$ cat config.mk
export PLATFORM = sky130hd
export DESIGN_NAME = mem_read_arbiter
export DESIGN_NICKNAME = d
export VERILOG_FILES = /design/src/rtl/mem_read_arbiter.sv
export SDC_FILE = /design/constraint.sdc
export NUM_CORES = 1
export LEC_CHECK = 0
export CAP_MARGIN = 20
export CORE_AREA = 2 2 372 374
export CTS_BUF_LIST = sky130_fd_sc_hd__clkbuf_4 sky130_fd_sc_hd__clkbuf_8
export CTS_CLUSTER_DIAMETER = 40
export DETAILED_ROUTE_END_ITERATION = 10
export DIE_AREA = 0 0 374 376
export GPL_TIMING_DRIVEN = 0
export REMOVE_ABC_BUFFERS = 1
export SYNTH_ARGS = -nofsm -noshare
export SYNTH_HDL_FRONTEND = slang
export SYNTH_SLANG_ARGS = --single-unit
$ cat constraint.sdc
create_clock -name i_clk -period 4.8 [get_ports i_clk]
set_input_delay 0.72 -clock i_clk [delete_from_list [all_inputs] [get_ports i_clk]]
set_output_delay 0.72 -clock i_clk [all_outputs]
set_load 0.05 [all_outputs]
$ cat src/rtl/mem_read_arbiter.sv
// Two-requester (icache/dcache) refill arbiter in front of one memory read port.
// Define MEM_ARB_ROUND_ROBIN_EN for round-robin; the default build is icache-first.
module mem_read_arbiter #(
  parameter int                    DATA_WIDTH       = 64,
  parameter int                    ADDR_WIDTH       = 64,
  parameter int                    CACHE_LINE_WIDTH = 256,
  parameter logic [ADDR_WIDTH-1:0] DATA_OFFSET      = 64'h0000_0000_0000_D000
) (
  input  logic                        i_clk,
  input  logic                        i_rst_n,
  input  logic                        i_icache_read_req,
  input  logic [ADDR_WIDTH-1:0]       i_icache_read_address,
  output logic [CACHE_LINE_WIDTH-1:0] o_icache_cache_line,
  output logic                        o_icache_read_done,
  input  logic                        i_dcache_read_req,
  input  logic [ADDR_WIDTH-1:0]       i_dcache_read_address,
  output logic [CACHE_LINE_WIDTH-1:0] o_dcache_cache_line,
  output logic                        o_dcache_read_done,
  output logic                        o_mem_read_req,
  output logic [ADDR_WIDTH-1:0]       o_mem_read_address,
  input  logic                        i_mem_read_done,
  input  logic [CACHE_LINE_WIDTH-1:0] i_cache_line
);

  if (CACHE_LINE_WIDTH % DATA_WIDTH != 0) begin : g_bad_cfg
    $error("CACHE_LINE_WIDTH must be a multiple of DATA_WIDTH");
  end

  typedef enum logic [1:0] {
    IDLE,
    BUSY_I,
    BUSY_D,
    RESP
  } state_t;

  state_t                      r_state;
  state_t                      w_next;
  logic                        r_owner_d;
  logic [ADDR_WIDTH-1:0]       r_addr;
  logic [CACHE_LINE_WIDTH-1:0] r_iline;
  logic [CACHE_LINE_WIDTH-1:0] r_dline;
  logic                        w_grant;
  logic                        w_grant_d;
  logic                        w_busy;
  logic                        w_resp;

  assign w_grant = i_icache_read_req | i_dcache_read_req;

`ifdef MEM_ARB_ROUND_ROBIN_EN
  logic r_last_d;

  // On a tie the side not served last time wins.
  assign w_grant_d = i_dcache_read_req &
                     (~i_icache_read_req | ~r_last_d);

  always_ff @(posedge i_clk or negedge i_rst_n) begin
    if (!i_rst_n) begin
      r_last_d <= 1'b1;
    end else if (r_state == IDLE && w_grant) begin
      r_last_d <= w_grant_d;
    end
  end
`else
  assign w_grant_d = i_dcache_read_req & ~i_icache_read_req;
`endif

  always_comb begin
    w_next = r_state;
    unique case (r_state)
      IDLE: begin
        if (w_grant) begin
          w_next = w_grant_d ? BUSY_D : BUSY_I;
        end
      end
      BUSY_I, BUSY_D: begin
        if (i_mem_read_done) begin
          w_next = RESP;
        end
      end
      RESP: w_next = IDLE;
      default: w_next = IDLE;
    endcase
  end

  always_ff @(posedge i_clk or negedge i_rst_n) begin
    if (!i_rst_n) begin
      r_state   <= IDLE;
      r_owner_d <= 1'b0;
      r_addr    <= '0;
    end else begin
      r_state <= w_next;
      if (r_state == IDLE && w_grant) begin
        r_owner_d <= w_grant_d;
        r_addr    <= w_grant_d ?
                     i_dcache_read_address + DATA_OFFSET :
                     i_icache_read_address;
      end
    end
  end

  // Only the owner's line register is written; the other one holds.
  always_ff @(posedge i_clk or negedge i_rst_n) begin
    if (!i_rst_n) begin
      r_iline <= '0;
      r_dline <= '0;
    end else if (i_mem_read_done) begin
      if (r_state == BUSY_I) begin
        r_iline <= i_cache_line;
      end
      if (r_state == BUSY_D) begin
        r_dline <= i_cache_line;
      end
    end
  end

  assign w_busy = (r_state == BUSY_I) | (r_state == BUSY_D);
  assign w_resp = (r_state == RESP);

  assign o_mem_read_req      = w_busy;
  assign o_mem_read_address  = w_busy ? r_addr : '0;
  assign o_icache_read_done  = w_resp & ~r_owner_d;
  assign o_dcache_read_done  = w_resp & r_owner_d;
  assign o_icache_cache_line = r_iline;
  assign o_dcache_cache_line = r_dline;

endmodule
Word level (Yosys, flattened, before mapping)
Cells that the tools add are included.
{"block": "classes", "n_addsub": 1, "multipliers": 0, "div_mod_pow": 0, "magnitude_cmp": 0, "eq_ne": 5, "n_shift": 0, "mux": 6, "bitwise_logic": 7, "n_reduce_logical": 6}
{"op": "$mux W64", "count": 2}
{"op": "$add A64 B16 Y64 const B", "count": 1}
{"op": "$mux W2", "count": 3}
{"op": "$pmux W2 S3", "count": 1}
{"op": "$reduce_and A2 Y1", "count": 3}
{"op": "$eq A2 B2 Y1 const B", "count": 2}
{"op": "$ne A2 B2 Y1 const B", "count": 2}
{"op": "$and A1 B1 Y1", "count": 3}
{"op": "$eq A2 B1 Y1 const B", "count": 1}
{"op": "$logic_not A2 Y1", "count": 1}
{"op": "$not A1 Y1", "count": 2}
{"op": "$or A1 B1 Y1", "count": 2}
{"op": "$reduce_or A2 Y1", "count": 1}
{"op": "$logic_and A1 B1 Y1", "count": 1}
{"block": "totals", "register_bits": 579, "latchBits": 0, "ramBits": 0, "romBits": 0, "input_bits": 389, "elab_cells": 30, "mem_count": 0}

Logic depth before layout (Yosys ltp)
{"block": "logic_depth", "depth_word": 5, "depth_mapped": 8}

Worst setup path before layout
OpenSTA, ideal clock, no wires.
{"block": "synth_timing", "path_type": "reg-to-output", "startpoint": "register r_state[0]", "endpoint": "output port o_mem_read_address[23]", "t_arrival_ps": 2003, "required_ps": 4080, "setup_slack_ps": 2077, "path_stages_with_launch": 6, "path_cell_list": "dfrtp_1 inv_1 ha_1 clkbuf_1 clkbuf_1 and2_1"}
{"block": "synth_between", "elab_chain_cells": 3, "elab_cells_between_ends": 4, "classes_between": "eq/ne (2); mux (1); bitwise (1)"}
{"element": "start: declaration", "line_no": "36", "text": "state_t r_state;"}
{"element": "start signal: assignment", "line_no": "91", "text": "r_state <= w_next;"}
{"element": "$eq A2 B1 Y1 or $eq A2 B2 Y1 (tied branches)", "line_no": "116", "text": "assign w_busy = (r_state == BUSY_I) | (r_state == BUSY_D);"}
{"element": "$or A1 B1 Y1 *", "line_no": "116"}
{"element": "via o_mem_read_req", "line_no": "19", "text": "output logic o_mem_read_req,"}
{"element": "$mux W64 *", "line_no": "120", "text": "assign o_mem_read_address = w_busy ? r_addr : '0;"}
{"element": "end: declaration", "line_no": "20", "text": "output logic [ADDR_WIDTH-1:0] o_mem_read_address,"}
The timed path passes the listed nets; every way through them passes the cells marked *.

Worst setup path in the final report
{"block": "layout_timing", "startpoint": "register r_state[0]", "endpoint": "output port o_mem_read_address[61]"}
{"block": "layout_between", "elab_chain_cells": 3, "elab_cells_between_ends": 4, "classes_between": "eq/ne (2); mux (1); bitwise (1)"}
{"element": "$eq A2 B1 Y1 or $eq A2 B2 Y1 (tied branches)", "line_no": "116"}
{"element": "$or A1 B1 Y1 *", "line_no": "116"}
{"element": "$mux W64 *", "line_no": "120"}
Every way passes the cells marked *; elsewhere a longest branch is shown, timed or not.

==> metrics.txt <==
most frequent cell after synthesis dfrtp_1; HP Class input port to async pin; Commonest cells post-synth dfrtp_1 (579), mux2_2 (512), clkbuf_1 (89); Final Critical Period 4.31 ns; initial core utilization 17.1%; CP max-delay cell clkdlybuf4s50_1; Synth Warn # 0; Setup violations, final 0; Max transition margin 31.6%; Synth top area share 62.2%; clk_lat worst skew 0.80 ns; total CTS buffers 132; Critical Path RT 4.08 ns; Post-Layout Inst Area 38400 um2; RSZ-0062 raised after global routing no; setup bufs post-CTS 0; Reg clk slew, reported paths 0.06 ns; Port-buffer cells 967; via count 17700; CP endpoint kind output port; final hold viol count 0; Avg Cell Area, Syn 14.2 um2; htree depth 4; die width 374 um; Cell Area, Synth 23300 um2; Yosys cell types 37; Max clock buf depth 3; largest net degree at the start of global routing 116; Worst Setup Start Kind register; area grow syn2layout 64.7%; Post-synth ARST share 100%; gpl congestion 0.846; fin. max-slew vios 0; detailed-route wire length 102000 um; synth top area cells dfrtp_1 (62%), mux2_2 (25%), and2_1 (1.8%), clkbuf_1 (1.4%), xnor2_1 (1.2%); Worst Tran Pin Value 1.02 ns; Layout Utilization 28.1%; placed cell area 35400 um2; drc violations 0; number of DRC markers in iteration 0 682; final non-filler cell total 4566; Final ANT Viol Nets 0; Pre-antenna DRT Iters 5; Wirelength per Cell 22.4 um; critical path cell sequence inv_1 -> ha_2 -> buf_12 -> and2_1 -> clkdlybuf4s50_1; clk root buf clkbuf_8; global route overflow 0; Final TNS setup 0 ns; share of post-route cells with drive strength above 1 28.5%; CP Class register to output port; Max FO, Critical Path 36; Die Area 141000 um2; Synth area leader dfrtp_1; Post-synth EDFFs 0; Cells after Synth 1638; Max-cap violations 0; Final Cycle Share 89.8%; vias in the first global route 18900; GRT Total Usage 14.2%; Fmax 232 MHz; sequential share of the synthesized area 62.2%; I/O pin count 968; Arr. time, crit path 3.59 ns; FF+latch count, synth 579; outcome finished, final reports clean; initial antenna violation count 15; Fin Clk Skew 0.0464 ns; slowest stage delay, CP 0.99 ns; dpl cells 4326; CTS sink count 579; row count 136; r2r worst-path depth 6; core area 137000 um2; final net count 3061; CTS tree done; prevailing post-synth register cell dfrtp_1; vias per cell 3.88; Post-DP HPWL 80200 um; DIE HEIGHT 376 um; first-pass GRT wire length 143000 um
## state kept, by name, summed over array words and instances (netlist names)
name	flops
o_dcache_cache_line	256
r_state	2
r_addr	64
o_icache_cache_line	256
r_owner_d	1
## area by class of cell
cell class                 instances  area (um2)
tap                             1794        2240
timing repair buffer             986       10100
fill                           14100       98300
sequential                       579       14500
clock buffer                     181        2300
antenna                            7        17.5
inverter                           6        22.5
clock inverter                    51         658
multi-input combinational        962        8480
## per-layer routing
metal  part of all wire, %  track usage (%)
met5                 0.013                0
met4                   2.2             4.02
met3                   7.8             5.28
met2                    49             23.8
met1                    41             16.9
## stage by stage
stage	hold WS [ns]	setup slack, ns
floorplan	0.424	-2.14
detailed placement	0.463	0.406
global route	0.390	0.168
global placement	0.459	-24.88
CTS	0.350	0.216
finish	0.469	0.489
## worst max-delay path, delay by kind of cell, from the launching register on
kind | cells | cell delay [ns]
AND/OR/NAND/NOR | 1 | 0.24
flip-flops | 1 | 0.42
adder cells (fa/ha/maj) | 1 | 0.73
buffers and inverters | 3 | 1.34
## cells by family (layout without fill, tap and decap cells)
kind of cell               Yosys count  in the layout  share of synthesized area, %
AOI/OAI and AO/OA                  132            132                          3.07
buffers and inverters               97           1224                          1.57
other                                0              7                             0
DFF                                579            579                          62.2
muxes                              512            512                          24.7
adders and majority gates            5              5                         0.268
xor gates and xnor gates            49             49                          1.84
and+or+nand+nor                    264            264                          6.32
## what timing repair did
item	4_1_cts	5_1_grt
hold buffers	1	0
hold endpoints to repair	65	0
resized for setup	0	0
## placed cells by master, fill, tap and decap left out, drive strengths merged, types with 32 or more instances in the layout
| cell | synthesis | final |
|---|---|---|
| clkdlybuf4s50 | 0 | 966 |
| or3 | 32 | 32 |
| dfrtp | 579 | 579 |
| o21ai | 54 | 54 |
| nand2 | 59 | 59 |
| clkbuf | 89 | 181 |
| nor2 | 45 | 45 |
| xnor2 | 32 | 32 |
| a21oi | 45 | 45 |
| and2 | 68 | 68 |
| mux2 | 512 | 512 |
## path summary, 6_finish.rpt
path | start | endpoint | slack (ns)
setup / recovery | r_state[0] | o_mem_read_address[61] | 0.49
hold / removal | i_rst_n | o_icache_cache_line[100] | 0.47
setup reg to reg | r_state[0] | o_dcache_cache_line[11] | 2.04
hold reg to reg | r_addr[15] | r_addr[15] | 0.48
max in group asynchronous | i_rst_n | o_icache_cache_line[135] | 2.26
min in group i_clk | r_addr[15] | r_addr[15] | 0.48
Power is not shown: default switching activity piles up to over one toggle a cycle in this logic, so the estimate is an artifact.
